[config.mk]
export PLATFORM = sky130hd
export DESIGN_NAME = reg_file_sb
export DESIGN_NICKNAME = d
export VERILOG_FILES = /design/src/rtl/reg_file_pkg.sv /design/src/rtl/reg_scoreboard.sv /design/src/rtl/reg_file_sb.sv
export SDC_FILE = /design/constraint.sdc
export NUM_CORES = 2
export LEC_CHECK = 0
export CORE_UTILIZATION = 40
export DETAILED_ROUTE_END_ITERATION = 12
export PLACE_DENSITY_LB_ADDON = 0.15
export SKIP_CTS_REPAIR_TIMING = 1
export SLEW_MARGIN = 10
export SYNTH_ARGS = -nofsm -noshare
export SYNTH_HDL_FRONTEND = slang
export SYNTH_SLANG_ARGS = --single-unit
[constraint.sdc]
create_clock -name CLK -period 51.3 [get_ports CLK]
set_clock_uncertainty 0.15 [all_clocks]
set_input_delay 7.695 -clock CLK [delete_from_list [all_inputs] [get_ports CLK]]
set_output_delay 7.695 -clock CLK [all_outputs]
set_load 0.05 [all_outputs]
[src/rtl/reg_file_pkg.sv]
// Shared definitions for the register file with busy-bit scoreboard.
// Holds default geometry, the register count and the byte-strobe merge helper.
package reg_file_pkg;

    localparam int unsigned DATA_W_DEF = 32;
    localparam int unsigned ADDR_W_DEF = 5;
    localparam int unsigned NUM_REGS   = 2 ** ADDR_W_DEF;

    // The merge helper works on the widest supported register; callers
    // zero-extend their operands and truncate the result back to DATA_W.
    localparam int unsigned MAX_DATA_W = 256;
    localparam int unsigned MAX_STRB_W = MAX_DATA_W / 8;

    // Replace each byte of old_val whose strobe bit is set with the matching
    // byte of new_val.
    function automatic logic [MAX_DATA_W-1:0] merge_bytes(
        input logic [MAX_DATA_W-1:0] old_val,
        input logic [MAX_DATA_W-1:0] new_val,
        input logic [MAX_STRB_W-1:0] strb
    );
        logic [MAX_DATA_W-1:0] result;
        result = old_val;
        for (int unsigned b = 0; b < MAX_STRB_W; b++) begin
            if (strb[b]) begin
                result[b*8 +: 8] = new_val[b*8 +: 8];
            end
        end
        return result;
    endfunction

endpackage

[src/rtl/reg_scoreboard.sv]
// Busy-bit scoreboard for the register file.
// Ports:
//   CLK, RST    clock, asynchronous active-high reset
//   IssueEn     mark IssueAddr busy (new producer issued)
//   IssueAddr   destination being issued
//   ClrEn       clear ClrAddr (writeback)
//   ClrAddr     register being written back
//   RdAddr      packed read addresses, one per read port
//   RdBusy      per-port busy bit of the addressed register (registered state)
//   PendingCnt  number of registers currently busy
module reg_scoreboard
    import reg_file_pkg::*;
#(
    parameter int unsigned ADDR_W = ADDR_W_DEF,
    parameter int unsigned NUM_RD = 2
) (
    input  logic                     CLK,
    input  logic                     RST,
    input  logic                     IssueEn,
    input  logic [ADDR_W-1:0]        IssueAddr,
    input  logic                     ClrEn,
    input  logic [ADDR_W-1:0]        ClrAddr,
    input  logic [NUM_RD*ADDR_W-1:0] RdAddr,
    output logic [NUM_RD-1:0]        RdBusy,
    output logic [ADDR_W:0]          PendingCnt
);

    localparam int unsigned NUM_R = 2 ** ADDR_W;

    logic [NUM_R-1:0] busy_q;
    logic [NUM_R-1:0] busy_d;
    logic [NUM_R-1:0] set_mask;
    logic [NUM_R-1:0] clr_mask;
    logic             cnt_up;
    logic             cnt_down;
    logic [ADDR_W:0]  cnt_q;
    logic [ADDR_W:0]  cnt_d;

    always_comb begin
        set_mask = '0;
        clr_mask = '0;
        if (IssueEn) begin
            set_mask[IssueAddr] = 1'b1;
        end
        if (ClrEn) begin
            clr_mask[ClrAddr] = 1'b1;
        end
        // r0 is never a producer target.
        set_mask[0] = 1'b0;
        clr_mask[0] = 1'b0;

        // Issue wins over a simultaneous writeback: it is a newer producer.
        busy_d = set_mask | (busy_q & ~clr_mask);

        // At most one set and one clear per cycle, so each direction moves
        // the count by at most one.
        cnt_up   = |(busy_d & ~busy_q);
        cnt_down = |(busy_q & ~busy_d);
        cnt_d    = cnt_q + {{ADDR_W{1'b0}}, cnt_up} - {{ADDR_W{1'b0}}, cnt_down};
    end

    always_ff @(posedge CLK or posedge RST) begin
        if (RST) begin
            busy_q <= '0;
            cnt_q  <= '0;
        end else begin
            busy_q <= busy_d;
            cnt_q  <= cnt_d;
        end
    end

    always_comb begin
        RdBusy = '0;
        for (int unsigned k = 0; k < NUM_RD; k++) begin
            RdBusy[k] = busy_q[RdAddr[k*ADDR_W +: ADDR_W]];
        end
    end

    assign PendingCnt = cnt_q;

endmodule

[src/rtl/reg_file_sb.sv]
// Multi-port register file with byte strobes, optional write-to-read bypass
// and a busy-bit scoreboard. Register 0 reads as zero and is never busy.
// Ports:
//   CLK, RST    clock, asynchronous active-high reset
//   RdAddr      packed read addresses (port k at [k*ADDR_W +: ADDR_W])
//   RdData      packed combinational read data (port k at [k*DATA_W +: DATA_W])
//   RdBusy      per-port busy flag of the addressed register
//   RegWre      write enable; also clears the destination's busy bit
//   WrAddr      write address
//   WrData      write data
//   WrStrb      byte strobes, bit b enables byte b
//   IssueEn     mark IssueAddr busy
//   IssueAddr   destination being issued
//   PendingCnt  number of busy registers
module reg_file_sb
    import reg_file_pkg::*;
#(
    parameter int unsigned DATA_W = DATA_W_DEF,
    parameter int unsigned ADDR_W = ADDR_W_DEF,
    parameter int unsigned NUM_RD = 2,
    parameter int unsigned BYPASS = 1
) (
    input  logic                     CLK,
    input  logic                     RST,
    input  logic [NUM_RD*ADDR_W-1:0] RdAddr,
    output logic [NUM_RD*DATA_W-1:0] RdData,
    output logic [NUM_RD-1:0]        RdBusy,
    input  logic                     RegWre,
    input  logic [ADDR_W-1:0]        WrAddr,
    input  logic [DATA_W-1:0]        WrData,
    input  logic [DATA_W/8-1:0]      WrStrb,
    input  logic                     IssueEn,
    input  logic [ADDR_W-1:0]        IssueAddr,
    output logic [ADDR_W:0]          PendingCnt
);

    localparam int unsigned NUM_R = 2 ** ADDR_W;

    logic [DATA_W-1:0] regs_q [NUM_R];
    logic [DATA_W-1:0] wr_merged;
    logic              wr_hit;

    // Stored value of the write target with the strobed bytes replaced; used
    // both as the next stored value and as the bypass value.
    assign wr_merged = DATA_W'(merge_bytes(MAX_DATA_W'(regs_q[WrAddr]),
                                           MAX_DATA_W'(WrData),
                                           MAX_STRB_W'(WrStrb)));
    assign wr_hit    = RegWre && (WrAddr != '0);

    always_ff @(posedge CLK or posedge RST) begin
        if (RST) begin
            for (int i = 0; i < int'(NUM_R); i++) begin
                regs_q[i] <= '0;
            end
        end else if (wr_hit) begin
            regs_q[WrAddr] <= wr_merged;
        end
    end

    always_comb begin
        logic [ADDR_W-1:0] addr;
        RdData = '0;
        for (int unsigned k = 0; k < NUM_RD; k++) begin
            addr = RdAddr[k*ADDR_W +: ADDR_W];
            if (addr == '0) begin
                RdData[k*DATA_W +: DATA_W] = '0;
            end else if ((BYPASS != 0) && wr_hit && (WrAddr == addr)) begin
                RdData[k*DATA_W +: DATA_W] = wr_merged;
            end else begin
                RdData[k*DATA_W +: DATA_W] = regs_q[addr];
            end
        end
    end

    reg_scoreboard #(
        .ADDR_W (ADDR_W),
        .NUM_RD (NUM_RD)
    ) u_scoreboard (
        .CLK        (CLK),
        .RST        (RST),
        .IssueEn    (IssueEn),
        .IssueAddr  (IssueAddr),
        .ClrEn      (RegWre),
        .ClrAddr    (WrAddr),
        .RdAddr     (RdAddr),
        .RdBusy     (RdBusy),
        .PendingCnt (PendingCnt)
    );

endmodule

==> impl_metrics.csv <==
group,metric,value,unit
finish,fillers,14699,
flow_run,drv_cap,0,
floorplan,core.rowCount,147,
clocking,insertion_delay,0.77,ns
pwr,peakVddDrop,0.0367,mV
grt,first_global_vias,48545,
critical_path,path_common_cell,"buf_4",
critical_path,path_delay_family,"buffers and inverters",
clocking,cts_max_level,3,
routing,ant_nets,0,
yosys,synth_nets,5408,
critical_path,crit_chain,"buf_8 > buf_4 > o41ai_1 > or3_2 > buf_4 > nand2_1 > o22ai_1 > clkdlybuf4s50_1",
pwr,p_total,2.85,mW
grt,grt_pass1_wl,376000,um
finish,area_growth,11.1,%
yosys,async_reset_ff_share,100,%
finish,register_area,26600,sq um
yosys,synth_edf_count,0,
hold_path,hold-path-endpoint,"regs_q[1019]$_DFFE_PP0P_",
sta,final_max_slew_viol_count,0,
clocking,path_clk_slew,0.06,ns
placed_design,portBuffers,131,
sta,timing.slew.headroom,4.74,%
placed_design,routabilityCongestion,0.868,
floorplan,io_pins,132,
routing,wl_per_cell,35.6,um
sta,fin_ws,29.72,ns
placed_design,dpl_worst_slack,30.00,ns
critical_path,crit_path_start_kind,"primary input",
pwr,power_density,39.5,nW/um^2
critical_path,cp.arrival,13.74,ns
hold_path,hold_depth,0,
routing,vias_per_cell,6.75,
grt,antenna_found_initial,7,
yosys,synth_most_common_cell,"dfrtp_1",
clocking,clk_path_buf_depth,3,
pwr,seqPwrFrac,41.5,%
sta,worstMarginPinSlew,1.43,ns
sta,fmax,0.0463,GHz
sta,final-hold-violation-count,0,
sta,period_share,42.1,%
critical_path,cpPeakStageDelay,1.13,ns
yosys,avgSynthCellArea,12.1,sq um
clocking,cts_tree,"done",
pwr,leakage,30.3,nW
yosys,yosysUniqueCellTypes,80,
pwr,swShare,32.7,%
finish,nets,5225,
clocking,clock_sinks,1061,
hold_path,hp-start,"regs_q[1019]$_DFFE_PP0P_",
critical_path,r2r_end,"u_scoreboard.PendingCnt[4]$_DFF_PP0_",
critical_path,path_max_fanout,58,
pwr,combPwrFrac,26.2,%
routing,dr.pass1.iters,8,
critical_path,reg2reg_from,"u_scoreboard.busy_q[3]$_DFF_PP0_",
grt,track_usage,32.2,%
critical_path,cp_num_buf_inv,4,
grt,grt-ovfl-total,0,
yosys,syn-instance-count,5341,
floorplan,dieHeight,405,um
yosys,yosysWarnings,0,
routing,drt_iter0_markers,6454,
routing,wl,264000,um
yosys,synth_ff_type,"dfrtp_1",
yosys,synthTopCellsByCount,"dfrtp_1, nand2_1, mux4_2",
critical_path,r2r_cells,13,
clocking,numCtsBuffers,120,
pwr,power_switching,932,uW
yosys,yosys.area.top_type_share,40.9,%
hold_path,min_path_type,"register to register",
finish,drive_above_1_share,31.7,%
sta,rsz0062_at_grt,"no",
floorplan,fp.dieW,405,um
clocking,root_buffer,"clkbuf_16",
critical_path,slowest_stage,"nand2_1",
status,outcome,"completed",
critical_path,end_kind,"primary output",
floorplan,fp.coreArea,161000,sq um
placed_design,hpwl,155000,um
sta,fin_crit,21.58,ns
floorplan,die-area,164000,sq um
routing,drc,0,
routing,vias,50050,
critical_path,cp.required,43.46,ns
yosys,seq_area_frac_synth,40.9,%
yosys,syn_area,64800,sq um
grt,grt_max_degree,143,
yosys,synth_seq_cells,1061,
critical_path,crit_type,"primary input to primary output",
pwr,clkPwrFrac,32.3,%
floorplan,start_util,40.3,%
critical_path,rrSetupSlack,48.06,ns
sta,setup_tns,0,ns
pwr,intPower,1.91,mW
sta,setup-violations-final,0,
finish,multi_input_area,35900,sq um
yosys,yosys.area.top_type,"dfrtp_1",
yosys,synth.area.top_cells,"dfrtp_1, mux4_2, mux2_2",
==> metrics by stage <==
stage	util, %	std cells	cell area [sq um]	hold slack (ns)
6_report	44.8	7418	72100	0.265
5_1_grt	44.8	7417	72100	0.287
4_1_cts	44.8	7417	72100	0.267
3_5_place_dp	42.2	7196	67900	0.254
3_3_place_gp	42.2	7196	67900	0.251
2_1_floorplan	-	5341	64800	0.305
==> cell families (layout without fill, tap and decap cells) <==
| kind of cell | count (synthesis) | after routing | share of synthesized area (%) |
|---|---|---|---|
| AO/OA/AOI/OAI | 1200 | 1200 | 11.3 |
| XOR/XNOR | 15 | 15 | 0.203 |
| adder cells (fa/ha/maj) | 7 | 7 | 0.147 |
| buffers and inverters | 631 | 547 | 4.48 |
| flip-flops | 1061 | 1061 | 40.9 |
| multiplexers | 1416 | 1416 | 36.2 |
| other | 0 | 1 | 0 |
| AND/OR/NAND/NOR | 1011 | 1011 | 6.76 |
==> area by class of cell <==
cell class / count / share of cell area (%)
timing repair buffer: 303 / 3.69
clock buffer: 162 / 4.75
multi-input combinational: 3649 / 49.8
tap: 2160 / 3.75
antenna: 1 / 0.00347
sequential: 1061 / 36.8
clock inverter: 59 / 0.997
inverter: 23 / 0.130
==> power groups by stage <==
| stage | Clock, mW | Sequential [mW] | Combinational (mW) |
|---|---|---|---|
| 3_5_place_dp | 0 | 1.18 | 0.742 |
| 6_report | 0.920 | 1.18 | 0.746 |
| 2_1_floorplan | 0 | 1.13 | 0.558 |
| 4_1_cts | 0.931 | 1.17 | 0.743 |
| 5_1_grt | 0.960 | 1.20 | 0.798 |
| 3_3_place_gp | 0 | 1.18 | 0.732 |
==> layer usage <==
metal  up-vias  share of wire, %  global-route usage (%)
li1      20052                 -                       -
met1     26558                41                    45.6
met2      2836                44                    48.0
met3       598               9.7                    6.94
met4         6               4.4                    13.0
met5         -             0.016                       0
==> how the worst max path moves through the flow <==
stage / start / endpoint / depth (start not counted)
2_1_floorplan: RST / regs_q[0]$_DFFE_PP0P_ / 1
4_1_cts: WrAddr[1] / RdData[41] / 8
5_1_grt: WrAddr[1] / RdData[41] / 8
3_5_place_dp: WrAddr[1] / RdData[41] / 8
6_report: WrAddr[1] / RdData[41] / 8
3_3_place_gp: WrAddr[1] / RdData[41] / 8
==> state kept, by name, indices dropped and copies added (netlist names) <==
name,cells
u_scoreboard.PendingCnt,6
u_scoreboard.busy_q,31
regs_q,1024
==> placed cells by master, fill, tap and decap left out, types with 25 or more instances in the layout <==
cell type	netlist	final
a22oi_1	213	213
a21oi_1	126	126
nor2b_1	57	47
nand2_4	0	30
mux2_2	479	479
o22ai_1	108	95
mux2i_1	244	244
clkinv_2	0	25
buf_4	24	170
nand2_1	734	703
clkdlybuf4s50_1	0	117
o21ai_0	586	582
a22o_1	27	27
mux4_2	689	689
nor2_1	80	76
nand3_1	31	31
a211oi_1	53	53
clkbuf_16	0	122
dfrtp_1	1061	1061
Power figures use the tool's default switching activity.
